==> config.mk <==
export PLATFORM = sky130hd
export DESIGN_NAME = ss_mm_param
export DESIGN_NICKNAME = d
export VERILOG_FILES = /design/src/rtl/ss_pkg.sv /design/src/rtl/ss_mac.sv /design/src/rtl/ss_mm_param.sv
export SDC_FILE = /design/constraint.sdc
export NUM_CORES = 2
export LEC_CHECK = 0
export CAP_MARGIN = 15
export CORE_ASPECT_RATIO = 1.75
export CORE_MARGIN = 2
export CORE_UTILIZATION = 40
export CTS_CLUSTER_SIZE = 12
export DETAILED_ROUTE_END_ITERATION = 8
export SETUP_SLACK_MARGIN = 0.3
export SYNTH_ARGS = -nofsm -noshare
export SYNTH_HDL_FRONTEND = slang
export SYNTH_HIERARCHICAL = 1
export SYNTH_SLANG_ARGS = --single-unit
==> constraint.sdc <==
create_clock -name clk -period 9.9 [get_ports clk]
set_clock_uncertainty 0.1 [all_clocks]
set_input_delay 1.98 -clock clk [delete_from_list [all_inputs] [get_ports clk]]
set_output_delay 1.98 -clock clk [all_outputs]
set_load 0.01 [all_outputs]
==> src/rtl/ss_pkg.sv <==
// Shared types and helpers for the serial matrix-multiply block.
// Latency: n/a (declarations only).
// Backpressure: n/a.
package ss_pkg;

   localparam int DEF_DATA_W = 16;
   localparam int DEF_MAX_N  = 8;

   localparam logic MODE_AB  = 1'b0;
   localparam logic MODE_ATB = 1'b1;

   // DONE is the single pulse cycle after the last MAC, in which new beats are ignored
   typedef enum logic [1:0] {
      IDLE,
      LOAD,
      CALC,
      DONE
   } state_t;

   // size code -> log2(N); code 3 selects the largest supported dimension
   function automatic logic [3:0] size_lg(input logic [1:0] code, input logic [3:0] max_lg);
      case (code)
         2'd0:    return 4'd1;
         2'd1:    return 4'd2;
         2'd2:    return 4'd3;
         default: return max_lg;
      endcase
   endfunction

   // size code -> N
   function automatic int size_n(input logic [1:0] code, input logic [3:0] max_lg);
      return 1 << size_lg(code, max_lg);
   endfunction

endpackage

==> src/rtl/ss_mac.sv <==
// Signed multiply-accumulate: acc = clr ? a*b : acc + a*b when en.
// Latency: 1 cycle from operands to registered accumulator.
// Backpressure: none; en gates the update.
module ss_mac #(
   parameter int DATA_W = 16,
   parameter int OUT_W  = 2*DATA_W+8
) (
   input  logic                     clk,
   input  logic                     rst_n,
   input  logic                     clr,
   input  logic                     en,
   input  logic signed [DATA_W-1:0] a,
   input  logic signed [DATA_W-1:0] b,
   output logic signed [OUT_W-1:0]  acc
);

   logic signed [2*DATA_W-1:0] prod;
   logic signed [OUT_W-1:0]    prod_ext;

   // full-precision product, sign-extended to accumulator width
   always_comb begin
      prod     = a * b;
      prod_ext = {{(OUT_W-2*DATA_W){prod[2*DATA_W-1]}}, prod};
   end

   // accumulator restarts with the first product of each element
   always_ff @(posedge clk or negedge rst_n) begin
      if (!rst_n) begin
         acc <= '0;
      end else if (en) begin
         acc <= clr ? prod_ext : acc + prod_ext;
      end
   end

endmodule

==> src/rtl/ss_mm_param.sv <==
// Serial NxN signed matrix product (A*B or A^T*B), N in {2,4,8}, one MAC.
// Latency: last input beat at T -> element e pulses at T+(e+1)*N+1, idle again at T+N^3+2.
// Backpressure: none; a gap in in_valid during load aborts the job, beats during compute are ignored.
module ss_mm_param
   import ss_pkg::*;
#(
   parameter int DATA_W = DEF_DATA_W,
   parameter int MAX_N  = DEF_MAX_N,
   parameter int OUT_W  = 2*DATA_W+8
) (
   input  logic                     clk,
   input  logic                     rst_n,
   input  logic                     in_valid,
   input  logic signed [DATA_W-1:0] matrix,
   input  logic [1:0]               matrix_size,
   input  logic                     in_mode,
   output logic                     out_valid,
   output logic signed [OUT_W-1:0]  out_value
);

   localparam int LG_MAX = $clog2(MAX_N);
   localparam int IDX_W  = 2*LG_MAX;
   localparam int CNT_W  = IDX_W+1;

   state_t              state;
   logic [3:0]          n_lg;
   logic                mode;
   logic [CNT_W-1:0]    cnt;
   logic [IDX_W-1:0]    e_idx;
   logic [LG_MAX-1:0]   k_idx;

   logic [IDX_W-1:0]    n_m1;
   logic [IDX_W-1:0]    nsq_m1;
   logic [CNT_W-1:0]    load_last;
   logic [IDX_W-1:0]    kx, row_i, col_j, a_idx, b_idx;
   logic                k_last;

   logic                wr_en, wr_b;
   logic [IDX_W-1:0]    wr_addr;

   logic signed [DATA_W-1:0] a_buf [MAX_N*MAX_N];
   logic signed [DATA_W-1:0] b_buf [MAX_N*MAX_N];
   logic signed [OUT_W-1:0]  acc;

   // size-derived limits and operand addressing from the latched N
   always_comb begin
      n_m1      = IDX_W'((32'd1 << n_lg) - 32'd1);
      nsq_m1    = IDX_W'((32'd1 << (2*n_lg)) - 32'd1);
      load_last = CNT_W'((32'd1 << (2*n_lg+1)) - 32'd1);
      kx        = {{(IDX_W-LG_MAX){1'b0}}, k_idx};
      k_last    = (kx == n_m1);
      row_i     = e_idx >> n_lg;
      col_j     = e_idx & n_m1;
      a_idx     = (mode == MODE_ATB) ? ((kx << n_lg) | row_i) : ((row_i << n_lg) | kx);
      b_idx     = (kx << n_lg) | col_j;
   end

   // beat routing: first N^2 beats go to A, the rest to B (N^2 is a power of two)
   always_comb begin
      wr_en   = 1'b0;
      wr_b    = 1'b0;
      wr_addr = '0;
      if (in_valid && state == IDLE) begin
         wr_en = 1'b1;
      end else if (in_valid && state == LOAD) begin
         wr_en   = 1'b1;
         wr_b    = (cnt > {1'b0, nsq_m1});
         wr_addr = cnt[IDX_W-1:0] & nsq_m1;
      end
   end

   // operand storage; entries beyond the active N are never read
   always_ff @(posedge clk) begin
      if (wr_en) begin
         if (wr_b) b_buf[wr_addr] <= matrix;
         else      a_buf[wr_addr] <= matrix;
      end
   end

   // control FSM: load counting, element/k sequencing, output pulse
   always_ff @(posedge clk or negedge rst_n) begin
      if (!rst_n) begin
         state     <= IDLE;
         n_lg      <= 4'd1;
         mode      <= MODE_AB;
         cnt       <= '0;
         e_idx     <= '0;
         k_idx     <= '0;
         out_valid <= 1'b0;
      end else begin
         out_valid <= 1'b0;
         case (state)
            IDLE: begin
               if (in_valid) begin
                  n_lg  <= size_lg(matrix_size, 4'(LG_MAX));
                  mode  <= in_mode;
                  cnt   <= CNT_W'(1);
                  state <= LOAD;
               end
            end
            LOAD: begin
               if (!in_valid) begin
                  cnt   <= '0;
                  state <= IDLE;
               end else if (cnt == load_last) begin
                  cnt   <= '0;
                  e_idx <= '0;
                  k_idx <= '0;
                  state <= CALC;
               end else begin
                  cnt <= cnt + 1'b1;
               end
            end
            CALC: begin
               out_valid <= k_last;
               if (k_last) begin
                  k_idx <= '0;
                  if (e_idx == nsq_m1) state <= DONE;
                  else                 e_idx <= e_idx + 1'b1;
               end else begin
                  k_idx <= k_idx + 1'b1;
               end
            end
            DONE:    state <= IDLE;
            default: state <= IDLE;
         endcase
      end
   end

   ss_mac #(
      .DATA_W (DATA_W),
      .OUT_W  (OUT_W)
   ) u_mac (
      .clk   (clk),
      .rst_n (rst_n),
      .clr   (k_idx == '0),
      .en    (state == CALC),
      .a     (a_buf[a_idx]),
      .b     (b_buf[b_idx]),
      .acc   (acc)
   );

   // accumulator still holds the finished sum during the pulse cycle
   assign out_value = out_valid ? acc : '0;

endmodule

==> impl_metrics.json <==
{
  "outcome": "finished, violations left",
  "violations": "negative setup slack",
  "dp_slack_ns": -1.47,
  "place.gp.congestion": 0.902,
  "arrival_ns": 11.46,
  "grt-ovfl-total": 0,
  "finalSetupViolations": 27,
  "synth.distinct_cells": 100,
  "grt_pass1_vias": 64400,
  "dp_hpwl_um": 186000,
  "start_kind": "flip-flop",
  "clock_latency_ns": 0.88,
  "cts_root_buf": "clkbuf_16",
  "stdcell_area_mm2": 0.119,
  "dr.pass1.iters": 5,
  "synth_seq_cells": 2110,
  "grt_max_degree": 85,
  "maxSlewHeadroom_pct": 25.9,
  "drt_wl_total_um": 278000,
  "start_util_pct": 40.2,
  "die_h_um": 658,
  "route.detailed.drc": 0,
  "antenna_found_initial": 4,
  "track_usage_pct": 22.2,
  "fin_cells": 11300,
  "synth_nets": 7532,
  "post_dp_cell_area_mm2": 0.109,
  "clockBufferDepth": 4,
  "hold_viol": 0,
  "post-place-cells": 10900,
  "grt_setup_unrepaired": "true",
  "rows": 240,
  "hold_buffers": 0,
  "yosys_warnings": 6,
  "path_buf_inv": 10,
  "worst-path-max-fanout": 6,
  "syn-instance-count": 7106,
  "grt_pass1_wl_um": 413000,
  "maxSlewViolCount": 0,
  "cts.clk_slew.worst_paths_ns": 0.07,
  "synth_commonest_cells": "edfxtp_1 (2048), nand2_1 (742), a211oi_1 (518), mux2i_1 (476), a21oi_1 (368)",
  "synth-edff-count": 2048,
  "drive_above_1_share_pct": 22.4,
  "slowest_stage": "fa_2",
  "route.detailed.wl_per_inst_um": 24.5,
  "viasPerCell": 5.46,
  "cts_buffers": 207,
  "crit_path_end_kind": "flip-flop",
  "worstMarginPinSlew_ns": 1.11,
  "clock.fmax_ghz": 0.0922,
  "vias": 61900,
  "die_w_um": 378,
  "area_delta_synth_final_pct": 21.1,
  "cts_max_level": 4,
  "final_antenna_net_count": 0,
  "cts.sink_count": 2110,
  "die_area_mm2": 0.249,
  "final_net_count": 8441,
  "crit_family": "adder cells",
  "drt_iter0_drc": 4461,
  "maxCapViolations": 0,
  "synth_top_area_share_pct": 62.8,
  "critical_path.max_stage_delay_ns": 0.65,
  "synth.cell_area_mm2": 0.0979,
  "setup_slack_ns": -0.950,
  "required_ns": 10.51,
  "ios": 63,
  "yosysSeqAreaShare_pct": 64.4,
  "synthTopCellsByArea": "edfxtp_1 (63%), fa_1 (5.4%), mux2i_1 (4.9%), a211oi_1 (4.0%), nand2_1 (2.8%)",
  "hp-class": "flip-flop to flip-flop",
  "cts_tree": "yes",
  "synthFlopType": "edfxtp_1",
  "numPortBuffers": 62,
  "yosysTopAreaCell": "edfxtp_1",
  "worst-setup-path-type": "flip-flop to flip-flop",
  "min_period_ns": 10.85,
  "async_flop_share_pct": 2.94,
  "syn_area_per_cell_um2": 13.8,
  "fin_crit_sh_pct": 110,
  "synth_most_common_cell": "edfxtp_1",
  "core-area_mm2": 0.244
}
kinds of logic (layout without fill, tap and decap cells):
kind of cell | after synthesis | after routing | share of synthesized area, %
flops | 2110 | 2110 | 64.4
buf+inv | 773 | 1738 | 3.51
other cells | 0 | 4 | 0
compound gates | 1246 | 1246 | 8.80
simple gates | 1977 | 1977 | 9.66
fa+ha+maj | 404 | 404 | 7.18
mux | 524 | 524 | 5.79
xor+xnor | 72 | 72 | 0.663
sequential cells by signal, indices dropped and copies added (netlist names), named ones only:
register	cells
n_lg	2
out_valid	1
cnt	7
k_idx	3
e_idx	6
a_buf	1024
mode	1
b_buf	1024
u_mac/acc	40
state	1
placed cells by master (no fill, tap or decap), types with 115 or more instances in the layout:
| master | netlist | layout |
|---|---|---|
| nand2_1 | 742 | 730 |
| nor2_1 | 270 | 250 |
| fa_1 | 263 | 254 |
| edfxtp_1 | 2048 | 2048 |
| clkbuf_16 | 0 | 209 |
| nand3_1 | 329 | 321 |
| mux2i_1 | 476 | 457 |
| a21oi_1 | 368 | 290 |
| a211oi_1 | 518 | 439 |
| nor2b_1 | 271 | 269 |
| inv_1 | 332 | 316 |
| and2_1 | 175 | 158 |
| buf_4 | 62 | 886 |
| ha_1 | 141 | 115 |
tightest hold or removal path, delay by kind of cell, from the launching register on:
family | cells | cell delay [ns]
and+or+nand+nor | 1 | 0.06
DFF | 1 | 0.37
AOI/OAI and AO/OA | 1 | 0.09
area by class of cell:
class / instances / area [µm²]
Antenna cell: 4 / 10.0
Clock buffer: 244 / 5360
Clock inverter: 21 / 194
Fill cell: 20800 / 125000
Inverter: 334 / 1260
Multi-Input combinational cell: 4223 / 33800
Sequential cell: 2110 / 63100
Tap cell: 3267 / 4090
Timing Repair Buffer: 1139 / 10800
worst paths after layout:
check,cells past startpoint,to,slack (ns),start
worst min register to register,2,u_mac/acc[37]$_DFFE_PN0P_,0.45,u_mac/acc[37]$_DFFE_PN0P_
worst max register to register,43,u_mac/acc[39]$_DFFE_PN0P_,-0.95,n_lg[0]$_DFFE_PN1P_
worst max-delay path,43,u_mac/acc[39]$_DFFE_PN0P_,-0.95,n_lg[0]$_DFFE_PN1P_
min in group asynchronous,1,u_mac/acc[19]$_DFFE_PN0P_,0.91,rst_n
worst min-delay path,2,u_mac/acc[37]$_DFFE_PN0P_,0.45,u_mac/acc[37]$_DFFE_PN0P_
max in group asynchronous,2,e_idx[3]$_DFFE_PN0P_,7.69,rst_n
per-stage QoR:
| step | hold WS [ns] | util, % | setup TNS, ns |
|---|---|---|---|
| after detailed placement | 0.449 | 44.6 | -28.28 |
| after global routing | 0.475 | 48.6 | -24.29 |
| after global placement | 0.434 | 44.6 | -26.26 |
| after floorplan | 0.400 | - | -0.183 |
| final | 0.451 | 48.6 | -15.58 |
| after CTS | 0.464 | 48.5 | -11.75 |
routing by layer:
metal  global-route usage [%]  wire (µm)  part of all wire, %
met1                     24.4     100000                   36
met2                     41.5     149000                   54
met3                     2.26      11100                  4.0
met4                     12.4      17600                  6.3
met5                        0          0                    0
repair_timing:
action                                  4_1_cts  5_1_grt
cloned                                       18        0
endpoints found under the setup margin       29       29
buffers inserted                            106        4
gates resized for setup                     480       62
pin swaps                                   222       43
Power is not shown: default switching activity piles up to over one toggle a cycle in this logic, so the estimate is an artifact.
